[src/rtl/fetch_pkg.sv]
// Shared definitions for the instruction fetch unit.
//   fetch_state_e : FSM states (idle, fetch, execute)
//   PC_W, INSTR_W : program-counter and instruction widths
//   RESET_PC_DEF  : default PC value loaded on reset
package fetch_pkg;

  localparam int unsigned PC_W    = 8;
  localparam int unsigned INSTR_W = 16;

  localparam logic [PC_W-1:0] RESET_PC_DEF = 8'h00;

  typedef enum logic [1:0] {
    StIdle,
    StFetch,
    StExec
  } fetch_state_e;

endpackage

[src/rtl/fetch_unit.sv]
// Instruction fetch unit: fetches one word per instruction from instruction memory,
// holds it in the instruction register while the control unit executes it, then
// advances or redirects the PC. A wait counter flags a sticky timeout when memory
// does not answer; the FSM keeps retrying after the flag is set.
//
// Ports:
//   clk, rst_n            clock, asynchronous active-low reset
//   imem_req, imem_addr   read request / address (address always equals pc)
//   imem_rdata, imem_valid returned word and its valid strobe
//   stall                 hold the current instruction in execute
//   pc_jump, pc_branch    redirect requests; target_adr is the redirect target
//   instruction           instruction register
//   instr_valid           instruction register holds a fetched word (execute state)
//   pc                    program counter
//   fetch_err             sticky timeout flag, cleared only by reset
module fetch_unit
  import fetch_pkg::*;
#(
  parameter logic [PC_W-1:0] RESET_PC = RESET_PC_DEF,
  parameter logic [3:0]      TIMEOUT  = 4'd15
) (
  input  logic               clk,
  input  logic               rst_n,
  output logic               imem_req,
  output logic [PC_W-1:0]    imem_addr,
  input  logic [INSTR_W-1:0] imem_rdata,
  input  logic               imem_valid,
  input  logic               stall,
  input  logic               pc_jump,
  input  logic               pc_branch,
  input  logic [PC_W-1:0]    target_adr,
  output logic [INSTR_W-1:0] instruction,
  output logic               instr_valid,
  output logic [PC_W-1:0]    pc,
  output logic               fetch_err
);

  fetch_state_e        state_q, state_d;
  logic [PC_W-1:0]     pc_q, pc_d;
  logic [INSTR_W-1:0]  instr_q, instr_d;
  logic [3:0]          cnt_q, cnt_d;
  logic                err_q, err_d;
  logic [3:0]          cnt_inc;

  assign cnt_inc = cnt_q + 4'd1;

  always_comb begin
    state_d = state_q;
    pc_d    = pc_q;
    instr_d = instr_q;
    cnt_d   = cnt_q;
    err_d   = err_q;
    unique case (state_q)
      StIdle: begin
        state_d = StFetch;
        cnt_d   = '0;
      end
      StFetch: begin
        // A returned word wins over a timeout landing in the same cycle.
        if (imem_valid) begin
          instr_d = imem_rdata;
          state_d = StExec;
        end else if (cnt_inc == TIMEOUT) begin
          err_d = 1'b1;
          cnt_d = '0;
        end else begin
          cnt_d = cnt_inc;
        end
      end
      StExec: begin
        if (!stall) begin
          state_d = StFetch;
          cnt_d   = '0;
          // Jump has priority over branch, but both redirect to target_adr.
          if (pc_jump || pc_branch) begin
            pc_d = target_adr;
          end else begin
            pc_d = pc_q + 8'd1;
          end
        end
      end
      default: state_d = StIdle;
    endcase
  end

  always_ff @(posedge clk or negedge rst_n) begin
    if (!rst_n) begin
      state_q <= StIdle;
      pc_q    <= RESET_PC;
      instr_q <= '0;
      cnt_q   <= '0;
      err_q   <= 1'b0;
    end else begin
      state_q <= state_d;
      pc_q    <= pc_d;
      instr_q <= instr_d;
      cnt_q   <= cnt_d;
      err_q   <= err_d;
    end
  end

  assign imem_req    = (state_q == StFetch);
  assign instr_valid = (state_q == StExec);
  assign imem_addr   = pc_q;
  assign pc          = pc_q;
  assign instruction = instr_q;
  assign fetch_err   = err_q;

endmodule

[config.mk]
export PLATFORM = sky130hd
export DESIGN_NAME = fetch_unit
export DESIGN_NICKNAME = d
export VERILOG_FILES = /design/src/rtl/fetch_pkg.sv /design/src/rtl/fetch_unit.sv
export SDC_FILE = /design/constraint.sdc
export NUM_CORES = 1
export LEC_CHECK = 0
export BUFFER_PORTS_ARGS = -buffer_cell sky130_fd_sc_hd__buf_2
export CORE_UTILIZATION = 47
export DETAILED_ROUTE_END_ITERATION = 6
export GPL_TIMING_DRIVEN = 0
export PLACE_DENSITY_LB_ADDON = 0.12
export SLEW_MARGIN = 20
export SYNTH_ARGS = -nofsm -noshare
export SYNTH_HDL_FRONTEND = slang
export SYNTH_SLANG_ARGS = --single-unit
[constraint.sdc]
create_clock -name clk -period 1.65 [get_ports clk]
set_clock_uncertainty 0.05 [all_clocks]
set_input_delay 0.2475 -clock clk [delete_from_list [all_inputs] [get_ports clk]]
set_output_delay 0.2475 -clock clk [all_outputs]
set_load 0.005 [all_outputs]
# Word-level counts from Yosys, hierarchy flattened
# Index checks and enable logic that the tools add are counted.
# Widths: inputs -> output; s select.
[op_classes] reduce_logical=8 mux=8 n_eq_ne=6 add_sub_neg=2 n_bitwise=2
[op_table] operator="$mux 4" count=3
[op_table] operator="$pmux 4 s3" count=1
[op_table] operator="$add 8x1->8 const B" count=1
[op_table] operator="$mux 8" count=1
[op_table] operator="$pmux 2 s3" count=1
[op_table] operator="$reduce_and 2->1" count=3
[op_table] operator="$reduce_and 3->1" count=2
[op_table] operator="$add 4x1->4 const B" count=1
[op_table] operator="$eq 4x4->1 const B" count=1
[op_table] operator="$mux 2" count=2
[op_table] operator="$ne 2x2->1 const B" count=2
[op_table] operator="$reduce_bool 3->1" count=1
[op_table] operator="$eq 2x1->1 const B" count=1
[op_table] operator="$eq 2x2->1 const B" count=1
[op_table] operator="$logic_not 2->1" count=1
[op_table] operator="$ne 2x1->1 const B" count=1
[op_table] operator="$not 1->1" count=2
[op_table] operator="$logic_or 1x1->1" count=1
[totals] in_bits=30 word_cells=31 out_inout_bits=35 ff_bits=31

# Longest topological paths before layout
[logic_depth] word_depth=5 depth_mapped=5 ltp_nobuf=5

# Worst setup path after synthesis
# Ideal clock, no wire load.
[synth_timing] path_type="reg2reg" start="reg state_q[0]" end="reg instr_q[15], in the netlist instruction[15]" path_stages_with_launch=5 setup_ns=0.125 setup_slack_ns=0.220 path_buffers=1 period_less_slack_ns=1.430 arrival_time_ns=1.255 required_time_ns=1.475 cell_sequence="dfrtp_1 -> and2b_2 -> nand2_2 -> buf_4 -> mux2_2"
[synth_between] elab_chain_len=2
[synth_lines] element="start: declaration" line_no="fetch_unit.sv:38" rtl="fetch_state_e state_q, state_d;"
[synth_lines] element="start signal: assignment" line_no="fetch_unit.sv:88" rtl="state_q <= StIdle;"
[synth_lines] element="start signal: assignment" line_no="fetch_unit.sv:94" rtl="state_q <= state_d;"
[synth_lines] element="$eq 2x1->1"
[synth_lines] element="via imem_req" line_no="fetch_unit.sv:24" rtl="output logic imem_req,"
[synth_lines] element="$reduce_and 2->1 (no line)"
[synth_lines] element="end signal: assignment" line_no="fetch_unit.sv:96" rtl="instr_q <= instr_d;"
[synth_lines] element="end: declaration" line_no="fetch_unit.sv:40" rtl="logic [INSTR_W-1:0] instr_q, instr_d;"
# The timed path passes the listed nets, and every way through them passes these cells.
# A chain may end at the register's enable or synchronous reset.

# Worst setup path after layout
[layout_timing] start="reg state_q[1]" end="reg instr_q[15], in the netlist instruction[15]"
[layout_between] elab_chain_len=2
[layout_lines] element="$eq 2x1->1" line_no="fetch_unit.sv:53" rtl="unique case (state_q)"
[layout_lines] element="$reduce_and 2->1 (no line)"
# Every way passes these cells.

==> impl_summary.txt <==
----------------------------------------------------
[Worst setup path]
  Critical path class ... reg2reg
  Biggest fanout along the worst timing path ... 10
  Type of origin of the critical path ... flip-flop
  CP Data Required Time ... 1.81 ns
  Setup crit end kind ... flip-flop
  Number of cell instances on the worst register-to-register path ... 4
  Crit path DAT ... 1.74 ns

[Global routing]
  Via count of the first global-routing pass ... between 1,000 and 1,500
  Met1 Resource Use GR ... between 20% and 30%
  Maximum number of pins on one net before global-route repair ... 32
  Total routing resource utilization after global routing ... 19.8%
  Layer with the highest usage ... met2
  Remaining global-route overflow ... 0
  Global-route met3 utilization ... 5.63%
  Global-route wire length before repair ... 5.17 mm
  Antenna violations before repair ... 0
  Met2 global-route usage ... approximately a third

[Finish]
  Fraction of final layout cells sized beyond drive strength 1 ... approximately half
  Final design area excluding fillers ... about 2000 um^2
  Total of fill cells in the finished design ... ~280
  Most common cell after layout, fill and taps aside ... sky130_fd_sc_hd__buf_2
  Ant diodes ... 0
  Final core utilization ... 65.7%
  Most used cells in the layout excluding fill and tap cells ... sky130_fd_sc_hd__buf_2, sky130_fd_sc_hd__dfrtp_1, sky130_fd_sc_hd__mux2_2, sky130_fd_sc_hd__nand2_1, sky130_fd_sc_hd__a21oi_1
  Layout-stage area growth over the synthesis result ... 30.3%
  Net count, final ... 248

[Yosys]
  Flip-flop and latch count after synthesis ... 31
  Post-synth top flop ... sky130_fd_sc_hd__dfrtp_1
  Number of warnings reported in the yosys synthesis log ... 0
  Number of enable-type register cells in the synthesized netlist ... 0
  Fraction of post-synthesis cell area in the top cell type by area ... between 40% and 50%
  FFs w/ async S/R, synth ... 100%
  Avg Inst Size Synth ... 10.9 um^2
  Synthesized netlist cell count ... 143
  Synthesized Nets ... 176
  Sequential element share of the synthesized area ... 49.6%
  Top cells by area, synth ... sky130_fd_sc_hd__dfrtp_1, sky130_fd_sc_hd__mux2_2, sky130_fd_sc_hd__buf_4, sky130_fd_sc_hd__a21oi_1, sky130_fd_sc_hd__o21ai_0
  Unique masters post-synth ... 34
  Cell area after synthesis ... 1560 um^2
  Cell type with the highest aggregate area in the netlist ... sky130_fd_sc_hd__dfrtp_1

[Clock tree]
  Clk Latency, worst-skew pair ... 0.32 ns
  Inserted Clock Buffers ... 5
  Root buffer cell ... sky130_fd_sc_hd__clkbuf_4
  Clock tree from TritonCTS ... yes
  CTS Sinks ... 31
  Longest Clk Path Bufs ... 2
  Number of levels in the clock H-tree ... 2
  Worst-path clk slew ... 0.10 ns
  Number of setup buffers added after CTS ... 0

[STA]
  Post-layout minimum cycle time ... 1.58 ns
  Period utilisation layout ... 95.6%
  Aggregate negative setup slack ... 0 ns
  Setup repair after global routing missed its margin ... no
  Count of final setup violators ... 0
  Slew at the pin closest to its max-slew limit ... 0.685 ns
  Highest achievable clock rate ... 634 MHz
  Final number of max-transition violations ... 0
  Worst max-slew margin expressed relative to the limit ... 54.4%
  Smallest hold slack ... 0.0982 ns
  Final Hold Violating Endpoints ... 0

[Placement]
  Routability-driven placement congestion ratio ... 0.792
  Count of input and output buffers ... 64
  Cell area after placement ... around 1900 um^2
  DP Wirelength ... 2.42 mm

[Floorplanning]
  Effective utilization at floorplan ... between 50% and 60%
  Placeable core region ... 3100 um^2
  Die area ... 3560 um^2
  Horizontal extent of the die ... 59.7 um
  Number of placement rows ... 20
  Number of I/O pins ... 65
  Die Span Y ... slightly below 60 um

[Detailed routing]
  Count of unresolved DRC violations after routing ... 0
  Detailed-route via count ... 1,317
  DRT antenna net count ... 0
  DRC violation total after the first TritonRoute iteration ... 44
  Number of iterations in the first detailed-routing pass ... 4
  Average vias per placed instance ... between 5 and 6
  Total Routed Length ... 3.28 mm
  Wire length per cell ... 12.6 um

[Worst hold path]
  Number of instances on the worst hold path ... 2
  Class of the tightest hold or removal check ... in2reg

[Flow run]
  Max-capacitance violation count ... 0

[Outcome]
  Status ... completed

[Power and ir drop]
  Static leakage ... around 1 nW
  Power Density ... 1660 nW/um^2
  Maximum vdd ir drop ... 0.000828 V

----------------------------------------------------
==> what timing repair did <==
item	in CTS	in global routing
endpoints found under the hold margin	31	0
resized for setup	0	1
endpoints found under the setup margin	0	1
hold buffers	1	0
==> routing by layer <==
layer | wire (um) | up-vias | share of wire, %
met5 | 0 | - | 0
met4 | 46 | 0 | 1.4
met3 | 199 | 6 | 6.1
met2 | 1620 | 50 | 49
met1 | 1420 | 615 | 43
li1 | - | 646 | -
==> flip-flops by register name (all words and copies together) (netlist names) <==
signal and cells:
state_q 2, instruction 16, cnt_q 4, imem_addr 8
fetch_err 1
==> synthesized netlist by cell type (2+ instances only) <==
cell type                   instances
sky130_fd_sc_hd__a21oi_1           11
sky130_fd_sc_hd__a2bb2oi_1          3
sky130_fd_sc_hd__and2b_2            2
sky130_fd_sc_hd__and3_1             2
sky130_fd_sc_hd__buf_2              3
sky130_fd_sc_hd__buf_4              9
sky130_fd_sc_hd__dfrtp_1           31
sky130_fd_sc_hd__ha_1               3
sky130_fd_sc_hd__inv_1              3
sky130_fd_sc_hd__mux2_2            16
sky130_fd_sc_hd__nand2_1           12
sky130_fd_sc_hd__nand2b_1           2
sky130_fd_sc_hd__nand3_1            8
sky130_fd_sc_hd__nor2_1             4
sky130_fd_sc_hd__nor2b_1            4
sky130_fd_sc_hd__o21ai_0           10
sky130_fd_sc_hd__o22ai_1            3
==> cells by family after synthesis <==
| family | synth area share, % |
|---|---|
| AND/OR/NAND/NOR | 14.1 |
| multiplexers | 12.2 |
| flip-flops | 49.6 |
| adder cells (fa/ha/maj) | 2.40 |
| buffers and inverters | 6.00 |
| AO/OA/AOI/OAI | 15.2 |
| XOR/XNOR | 0.560 |
==> through the flow <==
stage	instances	total power [mW]	worst slack (ns)
final	260	3.39	0.0723
after global placement	251	2.73	0.119
after CTS	260	3.42	0.0799
after global routing	260	3.65	0.00878
after floorplan	143	2.18	0.220
after detailed placement	251	2.79	0.0999
==> worst max-delay path: stages, from the launching register on <==
cell                      delay, ns
sky130_fd_sc_hd__dfrtp_1       0.42
sky130_fd_sc_hd__and2b_2       0.26
sky130_fd_sc_hd__nand2_2       0.17
sky130_fd_sc_hd__buf_4         0.22
sky130_fd_sc_hd__mux2_2        0.35
==> area by class of cell <==
cell class	count	area, um^2	area share [%]
Buffer	12	82.6	4.05
Multi-Input combinational cell	97	697	34.2
Timing Repair Buffer	65	330	16.2
Tap cell	44	55.1	2.70
Inverter	3	11.3	0.552
Sequential cell	31	776	38.1
Clock inverter	2	35.0	1.72
Clock buffer	6	51.3	2.52
==> worst paths after layout <==
| check | endpoint | slack [ns] | start |
|---|---|---|---|
| worst max-delay path | instruction[15] | 0.07 | state_q[1] |
| worst min-delay path | instruction[14] | 0.1 | imem_rdata[14] |
| worst max register to register | instruction[15] | 0.07 | state_q[1] |
| worst min register to register | fetch_err | 0.44 | fetch_err |
| max in group asynchronous | cnt_q[3] | 0.66 | rst_n |
| min in group asynchronous | imem_addr[2] | 0.44 | rst_n |
==> where the power goes <==
part | internal, mW | switching, mW | leakage, nW
Combinational | 0.820 | 0.571 | 0.579
Clock | 0.358 | 0.257 | 0.0482
Sequential | 1.10 | 0.284 | 0.372
(Power assumes the default switching activity.)
